===== src/rtl/regs_arb_pkg.sv =====
// Shared types, default geometry and helpers for the TCPC register-file arbiter.
package regs_arb_pkg;

  localparam int unsigned DEF_N_CLIENTS = 4;
  localparam int unsigned DEF_ADDR_W    = 8;
  localparam int unsigned DEF_DATA_W    = 8;
  localparam int unsigned DEF_TIMEOUT   = 15;
  localparam int unsigned MAX_CLIENTS   = 32;

  typedef enum logic [1:0] {
    ST_IDLE = 2'd0,
    ST_BUSY = 2'd1,
    ST_DONE = 2'd2
  } arb_state_t;

  function automatic logic [MAX_CLIENTS-1:0] onehot(input int unsigned idx);
    onehot = MAX_CLIENTS'(1) << idx;
  endfunction

endpackage


===== src/rtl/rr_picker.sv =====
// Combinational winner selection: lowest requesting index, or first requester
// at/after the round-robin pointer with wrap-around.
module rr_picker #(
  parameter int unsigned N_CLIENTS = 4,
  parameter int unsigned RR_MODE   = 0,
  parameter int unsigned PTR_W     = (N_CLIENTS > 1) ? $clog2(N_CLIENTS) : 1
) (
  input  logic [N_CLIENTS-1:0] req,
  input  logic [PTR_W-1:0]     ptr,
  output logic                 valid,
  output logic [PTR_W-1:0]     idx
);

  int unsigned      cand;
  logic [PTR_W-1:0] cand_idx;
  logic             found;

  always_comb begin
    valid    = |req;
    idx      = '0;
    found    = 1'b0;
    cand     = 0;
    cand_idx = '0;
    for (int unsigned i = 0; i < N_CLIENTS; i++) begin
      cand = (RR_MODE != 0) ? (32'(ptr) + i) : i;
      if (cand >= N_CLIENTS) cand = cand - N_CLIENTS;
      cand_idx = PTR_W'(cand);
      if (!found && req[cand_idx]) begin
        idx   = cand_idx;
        found = 1'b1;
      end
    end
  end

endmodule


===== src/rtl/regs_arbiter.sv =====
// N-client arbiter in front of the shared TCPC register file: one locked
// transaction at a time, 4-phase handshake per client, timeout abort with error.
module regs_arbiter
  import regs_arb_pkg::*;
#(
  parameter int unsigned N_CLIENTS = DEF_N_CLIENTS,
  parameter int unsigned ADDR_W    = DEF_ADDR_W,
  parameter int unsigned DATA_W    = DEF_DATA_W,
  parameter int unsigned RR_MODE   = 0,
  parameter int unsigned TIMEOUT   = DEF_TIMEOUT
) (
  input  logic                       CLK,
  input  logic                       RESET_N,
  input  logic [N_CLIENTS-1:0]        REQ,
  input  logic [N_CLIENTS-1:0]        RNW_IN,
  input  logic [N_CLIENTS*ADDR_W-1:0] ADDR_IN,
  input  logic [N_CLIENTS*DATA_W-1:0] WR_DATA_IN,
  output logic [N_CLIENTS-1:0]        ACK_OUT,
  output logic [N_CLIENTS-1:0]        ERR_OUT,
  output logic [N_CLIENTS*DATA_W-1:0] RD_DATA_OUT,
  output logic [N_CLIENTS-1:0]        GRANT,
  output logic                       REQUEST,
  output logic                       RNW,
  output logic [ADDR_W-1:0]          ADDR,
  output logic [DATA_W-1:0]          WR_DATA,
  input  logic                       ACK,
  input  logic [DATA_W-1:0]          RD_DATA
);

  localparam int unsigned PTR_W = (N_CLIENTS > 1) ? $clog2(N_CLIENTS) : 1;
  localparam int unsigned CNT_W = $clog2(TIMEOUT + 1);

  arb_state_t             state;
  logic [PTR_W-1:0]       ptr;
  logic [PTR_W-1:0]       owner;
  logic [CNT_W-1:0]       cnt;
  logic                   lat_rnw;
  logic [ADDR_W-1:0]      lat_addr;
  logic [DATA_W-1:0]      lat_wdata;
  logic                   pick_valid;
  logic [PTR_W-1:0]       pick_idx;
  logic [N_CLIENTS-1:0]   pick_onehot;

  rr_picker #(
    .N_CLIENTS (N_CLIENTS),
    .RR_MODE   (RR_MODE),
    .PTR_W     (PTR_W)
  ) u_picker (
    .req   (REQ),
    .ptr   (ptr),
    .valid (pick_valid),
    .idx   (pick_idx)
  );

  assign pick_onehot = N_CLIENTS'(onehot(32'(pick_idx)));

  // Bus side is a pure decode of state so reset clears it without a clock.
  assign REQUEST = (state == ST_BUSY);
  assign RNW     = REQUEST & lat_rnw;
  assign ADDR    = REQUEST ? lat_addr  : '0;
  assign WR_DATA = REQUEST ? lat_wdata : '0;

  always_ff @(posedge CLK or negedge RESET_N) begin
    if (!RESET_N) begin
      state       <= ST_IDLE;
      ptr         <= '0;
      owner       <= '0;
      cnt         <= '0;
      lat_rnw     <= 1'b0;
      lat_addr    <= '0;
      lat_wdata   <= '0;
      GRANT       <= '0;
      ACK_OUT     <= '0;
      ERR_OUT     <= '0;
      RD_DATA_OUT <= '0;
    end else begin
      case (state)
        ST_IDLE: begin
          if (pick_valid) begin
            owner     <= pick_idx;
            lat_rnw   <= RNW_IN[pick_idx];
            lat_addr  <= ADDR_IN[pick_idx*ADDR_W +: ADDR_W];
            lat_wdata <= WR_DATA_IN[pick_idx*DATA_W +: DATA_W];
            GRANT     <= pick_onehot;
            cnt       <= '0;
            state     <= ST_BUSY;
          end
        end
        ST_BUSY: begin
          // ACK is checked first so an ACK on the final allowed cycle still succeeds.
          if (ACK) begin
            ACK_OUT[owner]                        <= 1'b1;
            ERR_OUT[owner]                        <= 1'b0;
            RD_DATA_OUT[owner*DATA_W +: DATA_W]   <= lat_rnw ? RD_DATA : '0;
            state                                 <= ST_DONE;
          end else if (cnt == CNT_W'(TIMEOUT)) begin
            ACK_OUT[owner]                        <= 1'b1;
            ERR_OUT[owner]                        <= 1'b1;
            RD_DATA_OUT[owner*DATA_W +: DATA_W]   <= '0;
            state                                 <= ST_DONE;
          end else begin
            cnt <= cnt + 1'b1;
          end
        end
        ST_DONE: begin
          if (!REQ[owner]) begin
            ACK_OUT     <= '0;
            ERR_OUT     <= '0;
            RD_DATA_OUT <= '0;
            GRANT       <= '0;
            cnt         <= '0;
            ptr         <= (owner == PTR_W'(N_CLIENTS - 1)) ? '0 : owner + 1'b1;
            state       <= ST_IDLE;
          end
        end
        default: state <= ST_IDLE;
      endcase
    end
  end

endmodule

===== config.mk =====
export PLATFORM = sky130hd
export DESIGN_NAME = regs_arbiter
export DESIGN_NICKNAME = d
export VERILOG_FILES = /design/src/rtl/regs_arb_pkg.sv /design/src/rtl/rr_picker.sv /design/src/rtl/regs_arbiter.sv
export SDC_FILE = /design/constraint.sdc
export NUM_CORES = 1
export LEC_CHECK = 0
export ABC_AREA = 0
export CORE_ASPECT_RATIO = 1.5
export CORE_MARGIN = 2
export CORE_UTILIZATION = 49
export CTS_BUF_LIST = sky130_fd_sc_hd__clkbuf_8
export DETAILED_ROUTE_END_ITERATION = 12
export PLACE_DENSITY = 0.95
export SYNTH_ARGS = -nofsm -noshare
export SYNTH_HDL_FRONTEND = slang
export SYNTH_SLANG_ARGS = --single-unit

===== constraint.sdc =====
create_clock -name CLK -period 3 [get_ports CLK]
set_clock_uncertainty 0.1 [all_clocks]
set_input_delay 0.6 -clock CLK [delete_from_list [all_inputs] [get_ports CLK]]
set_output_delay 0.6 -clock CLK [all_outputs]
set_load 0.02 [all_outputs]

==> impl_metrics.ini, run 1 <==
[sta]
fin_tns_setup_ns = 0
slew_viol_final = 0
rsz0062_at_grt = no
setup_ws_ns = 0.240
worstMarginPinSlew_ns = 0.803
maxSlewHeadroom_pct = 46.4
period_share_pct = 92.0
min_period_ns = 2.76
finalSetupViolations = 0
fmax_mhz = 362
hold_viol = 0

[global_routing]
grt_pass1_vias = 3629
antenna_found_initial = 0
grt_max_degree = 38
grt_pass1_wl_um = 17400
global_route.usage.total_pct = 26.1
overflow = 0

[power_and_ir_drop]
power-per-cell-area_nw_per_um2 = 783
leakagePower_uw = 0.00252
ir_drop_mv = 0.456
finalPower_uw = 4360

[clocking]
cts_tree = yes
post_cts_buffers = 0
hold_buffers = 0
htreeDepth = 3
cts_sinks = 69
cts_resized = 0
root_buffer = clkbuf_8
clk_pin_slew_ns = 0.07
cts_buffers = 9
clk_latency_ns = 0.34
clk_path_buf_depth = 2

[job]
cap_violations = 0

[final_layout]
multi_input_area_um2 = 2010
nets = 597
area_delta_synth_final_pct = 45.7
fillerInstances = 570
postLayoutCellArea_um2 = 5570
seq_area_um2 = 1730
final_core_util_pct = 73.2
n_antenna_cell = 0
drive_gt1_share_pct = 14.5

[worst_setup_path]
arrival_ns = 2.06
r2r_setup_slack_ns = 0.64
crit_required_ns = 2.30
worst_setup_path_end_kind = output pin
startpoint_type = flip-flop
crit_chain = inv_1 -> ha_1 -> buf_4 -> and2_1 -> clkdlybuf4s50_1
critPathTopFamily = buffers and inverters
cp_max_fo = 16
critPathBufInv = 3
critical_path.max_stage_delay_ns = 0.61
crit_slowest_cell = clkdlybuf4s50_1
criticalPathCategory = reg2out

[placed_design]
gp_congestion = 0.908
place_area_um2 = 5410
io_buffers = 144
dp_worst_setup_slack_ns = 0.138
hpwlAfterDp_um = 8400

[floorplanning]
io_pins = 145
initial_core_util_pct = 50.2
die_h_um = 112
row_count = 39
fp.coreArea_um2 = 7610
dieArea_um2 = 8540
die_w_um = 76.1

[synth]
netlist_top_cells_count = 69 x dfrtp_1, 44 x nor2_1, 38 x mux2_2
synth_top_area_share_pct = 45.2
yosys_warnings = 0
yosysTopAreaCell = dfrtp_1
syn-num-nets = 450
synthCells = 353
synthFlopType = dfrtp_1
synth.most_common_cell = dfrtp_1
synth_cell_types = 40
synth.avg_cell_area_um2 = 10.8
syn_area_um2 = 3820
synth.yosys.seq_area_share_pct = 45.2
synth_edf_count = 0
ys_ff_latch = 69
synth_area_leaders = dfrtp_1 45%, mux2_2 11%, mux2i_1 9.7%
async_flop_share_pct = 100

[detailed_routing]
drt_iter0_drc = 249
routed_wl_um = 10700
wl_per_cell_um = 17.6
drt-pass1-iter-count = 4
ant_nets = 0
viasPerCell = 5.58
dr_total_vias = 3378
drc = 0

[outcome]
outcome = finished, final reports clean

[hold_path]
hold_class = in2async
==> layout by cell type (no fill, tap or decap), drive strengths merged, types with 3 or more instances in the layout <==
| cell type | netlist | layout |
|---|---|---|
| a21oi | 4 | 4 |
| a31o | 4 | 4 |
| a41oi | 4 | 4 |
| and2 | 18 | 18 |
| buf | 8 | 11 |
| clkbuf | 10 | 11 |
| clkdlybuf4s50 | 0 | 143 |
| dfrtp | 69 | 69 |
| ha | 14 | 14 |
| inv | 6 | 7 |
| mux2 | 38 | 38 |
| mux2i | 37 | 37 |
| nand2 | 35 | 35 |
| nand2b | 3 | 3 |
| nand3 | 6 | 6 |
| nor2 | 44 | 44 |
| nor2b | 3 | 3 |
| nor3 | 4 | 4 |
| o21ai | 4 | 4 |
| o221ai | 18 | 18 |
| o31a | 3 | 3 |
==> path summary, 6_finish.rpt <==
check                       startpoint               to  cells past startpoint
min in group CLK           lat_addr[5]      lat_addr[5]                      2
min                            RESET_N   RD_DATA_OUT[5]                      1
min reg2reg                lat_addr[5]      lat_addr[5]                      2
max in group asynchronous      RESET_N          lat_rnw                      2
max reg2reg                   state[0]  RD_DATA_OUT[24]                      7
max                           state[1]              RNW                      5
==> cells by family (layout without fill, tap and decap cells) <==
| group | count (synthesis) | in the layout | share of synthesized area (%) |
|---|---|---|---|
| adders and majority gates | 14 | 14 | 4.58 |
| AOI/OAI and AO/OA | 47 | 47 | 10.3 |
| and+or+nand+nor | 124 | 124 | 16.4 |
| DFF | 69 | 69 | 45.2 |
| buffers and inverters | 24 | 174 | 2.68 |
| muxes | 75 | 75 | 20.9 |
==> per-stage QoR <==
stage / instances / hold WS (ns)
floorplan: 353 / 0.204
global placement: 591 / 0.364
detailed placement: 591 / 0.369
CTS: 605 / 0.219
global route: 605 / 0.273
finish: 605 / 0.216
==> state kept, by name (all words and copies together), names as in the netlist <==
| register | cells |
|---|---|
| lat_rnw | 1 |
| ACK_OUT | 4 |
| state | 2 |
| cnt | 4 |
| lat_addr | 8 |
| owner | 2 |
| ERR_OUT | 4 |
| lat_wdata | 8 |
| GRANT | 4 |
| RD_DATA_OUT | 32 |
==> routing by layer <==
layer  up-vias  GRT usage (%)  share of wire [%]  routed length (um)
met2       153           50.4                 56                6020
met3        32           5.47                5.8                 614
met4         0           15.6                4.0                 430
li1       1560              -                  -                   -
met5         -              0                  0                   0
met1      1633           24.9                 34                3590
==> worst register-to-register path, delay by kind of cell (launching register included) <==
family | cells | cell delay (ns)
multiplexers | 1 | 0.17
flip-flops | 1 | 0.45
buffers and inverters | 2 | 0.34
adder cells (fa/ha/maj) | 1 | 0.29
AND/OR/NAND/NOR | 3 | 0.95
==> power by group <==
part           total [uW]  switching, uW  internal (uW)
sequential           1370            194           1180
combinational        2340           1290           1050
clock                 654            324            330
total                4360           1800           2560
==> cell type report <==
type                            count  share of cell area (%)
Clock buffer                       11                    2.72
Timing Repair Buffer              154                    27.4
Tap cell                          102                    2.29
Multi-Input combinational cell    260                    36.0
Clock inverter                      3                   0.247
Inverter                            6                   0.404
Sequential cell                    69                    31.0
Note: power is estimated with default switching activity, not from simulation.
==> run 2, diff against run 1 <==
- CORE_ASPECT_RATIO: 1.5 -> unset
- SLEW_MARGIN: unset -> 30
==> impl_metrics.ini, run 2 (synthesis results as in run 1) <==
[outcome]
outcome = finished, final reports clean

[clocking]
root_buffer = clkbuf_8
clk_latency_ns = 0.34
cts_sinks = 69
cts_buffers = 9
clk_pin_slew_ns = 0.08
cts_tree = yes
hold_buffers = 0
clk_path_buf_depth = 2
post_cts_buffers = 0
htreeDepth = 3
cts_resized = 0

[sta]
min_period_ns = 2.83
worstMarginPinSlew_ns = 0.601
maxSlewHeadroom_pct = 60.0
hold_ws_ns = 0.163
rsz0062_at_grt = no
period_share_pct = 94.5
slew_viol_final = 0
hold_viol = 0
fin_tns_setup_ns = 0
fmax_mhz = 353
finalSetupViolations = 0

[detailed_routing]
wl_per_cell_um = 16.9
dr_total_vias = 3318
viasPerCell = 5.46
drt-pass1-iter-count = 4
drt_iter0_drc = 136
drc = 0
routed_wl_um = 10300
ant_nets = 0

[floorplanning]
row_count = 32
fp.coreArea_um2 = 7650
dieArea_um2 = 8530
die_w_um = 92.3
die_h_um = 92.3
io_pins = 145
initial_core_util_pct = 50.0

[worst_setup_path]
critical_path.max_stage_delay_ns = 0.62
critPathTopFamily = buffers and inverters
crit_chain = inv_1 -> ha_2 -> buf_4 -> and2_1 -> clkdlybuf4s50_1
startpoint_type = flip-flop
arrival_ns = 2.13
critPathBufInv = 3
criticalPathCategory = reg2out
cp_max_fo = 12
crit_required_ns = 2.30
worst_setup_path_end_kind = output pin
crit_slowest_cell = clkdlybuf4s50_1

[global_routing]
global_route.usage.total_pct = 24.9
grt_pass1_wl_um = 16600
grt_pass1_vias = 3364
antenna_found_initial = 0
overflow = 0
grt_max_degree = 70

[final_layout]
nets = 598
top_register = RD_DATA_OUT
n_antenna_cell = 0
largestRegisters = RD_DATA_OUT: 32 flops, lat_addr: 8 flops, lat_wdata: 8 flops
area_delta_synth_final_pct = 47.3
layout_common_cells = 143 x clkdlybuf4s50_1, 69 x dfrtp_1, 44 x nor2_1, 38 x mux2_2, 37 x mux2i_1
final_common_cell = clkdlybuf4s50_1
drive_gt1_share_pct = 15.4
largest_reg_flops = 32

[power_and_ir_drop]
leakagePower_uw = 0.00253
power-per-cell-area_nw_per_um2 = 795
ir_drop_mv = 0.359

[placed_design]
io_buffers = 144
gp_congestion = 0.828
hpwlAfterDp_um = 7700

[hold_path]
hold_class = in2async

[job]
cap_violations = 0
run 2: cell types whose count changed in the layout (fill, tap and decap cells not counted), sizes merged:
| cell | previous run | this run |
|---|---|---|
| clkinv | 2 | 1 |
| buf | 11 | 12 |
| bufinv | 0 | 1 |
| clkbuf | 11 | 9 |
| inv | 7 | 9 |
| clkinvlp | 0 | 2 |
run 2: stage by stage:
step	area, um^2	total power [uW]	util [%]	instances	worst slack [ns]
2_1_floorplan	3820	2830	-	353	0.835
3_3_place_gp	5430	3590	71.0	592	0.336
3_5_place_dp	5430	3700	71.0	592	0.230
4_1_cts	5630	4490	73.6	608	0.0653
5_1_grt	5630	4740	73.7	608	0.0704
6_report	5630	4480	73.7	608	0.166
run 2: worst paths after layout:
kind	slack, ns	to	cells after the start	start
max in group asynchronous	2.33	GRANT[3]	2	RESET_N
hold reg to reg	0.39	lat_addr[0]	2	lat_addr[0]
setup reg to reg	0.47	RD_DATA_OUT[26]	7	state[1]
hold / removal	0.16	ERR_OUT[3]	2	RESET_N
min in group CLK	0.39	lat_addr[0]	2	lat_addr[0]
setup / recovery	0.17	ADDR[0]	5	state[1]
run 2: area by class of cell:
class / count / area (um^2)
Inverter: 6 / 22.5
Multi-Input combinational cell: 260 / 2010
Clock inverter: 7 / 80.1
Tap cell: 102 / 128
Fill cell: 540 / 2010
Clock buffer: 9 / 124
Timing Repair Buffer: 155 / 1540
Sequential cell: 69 / 1730
run 2: report_power, final:
| group | switching, uW | internal [uW] | total, uW | leakage (uW) |
|---|---|---|---|---|
| clock network | 383 | 394 | 777 | 0.0000968 |
| logic | 1270 | 1060 | 2330 | 0.00153 |
| registers | 191 | 1180 | 1370 | 0.000908 |
| total | 1850 | 2630 | 4480 | 0.00253 |
run 2: per-layer routing:
metal	global-route usage [%]	vias up	wire [um]
met5	0	-	0
met4	9.45	0	140
met2	43.6	141	5380
li1	-	1568	-
met3	6.67	12	773
met1	29.1	1597	3960
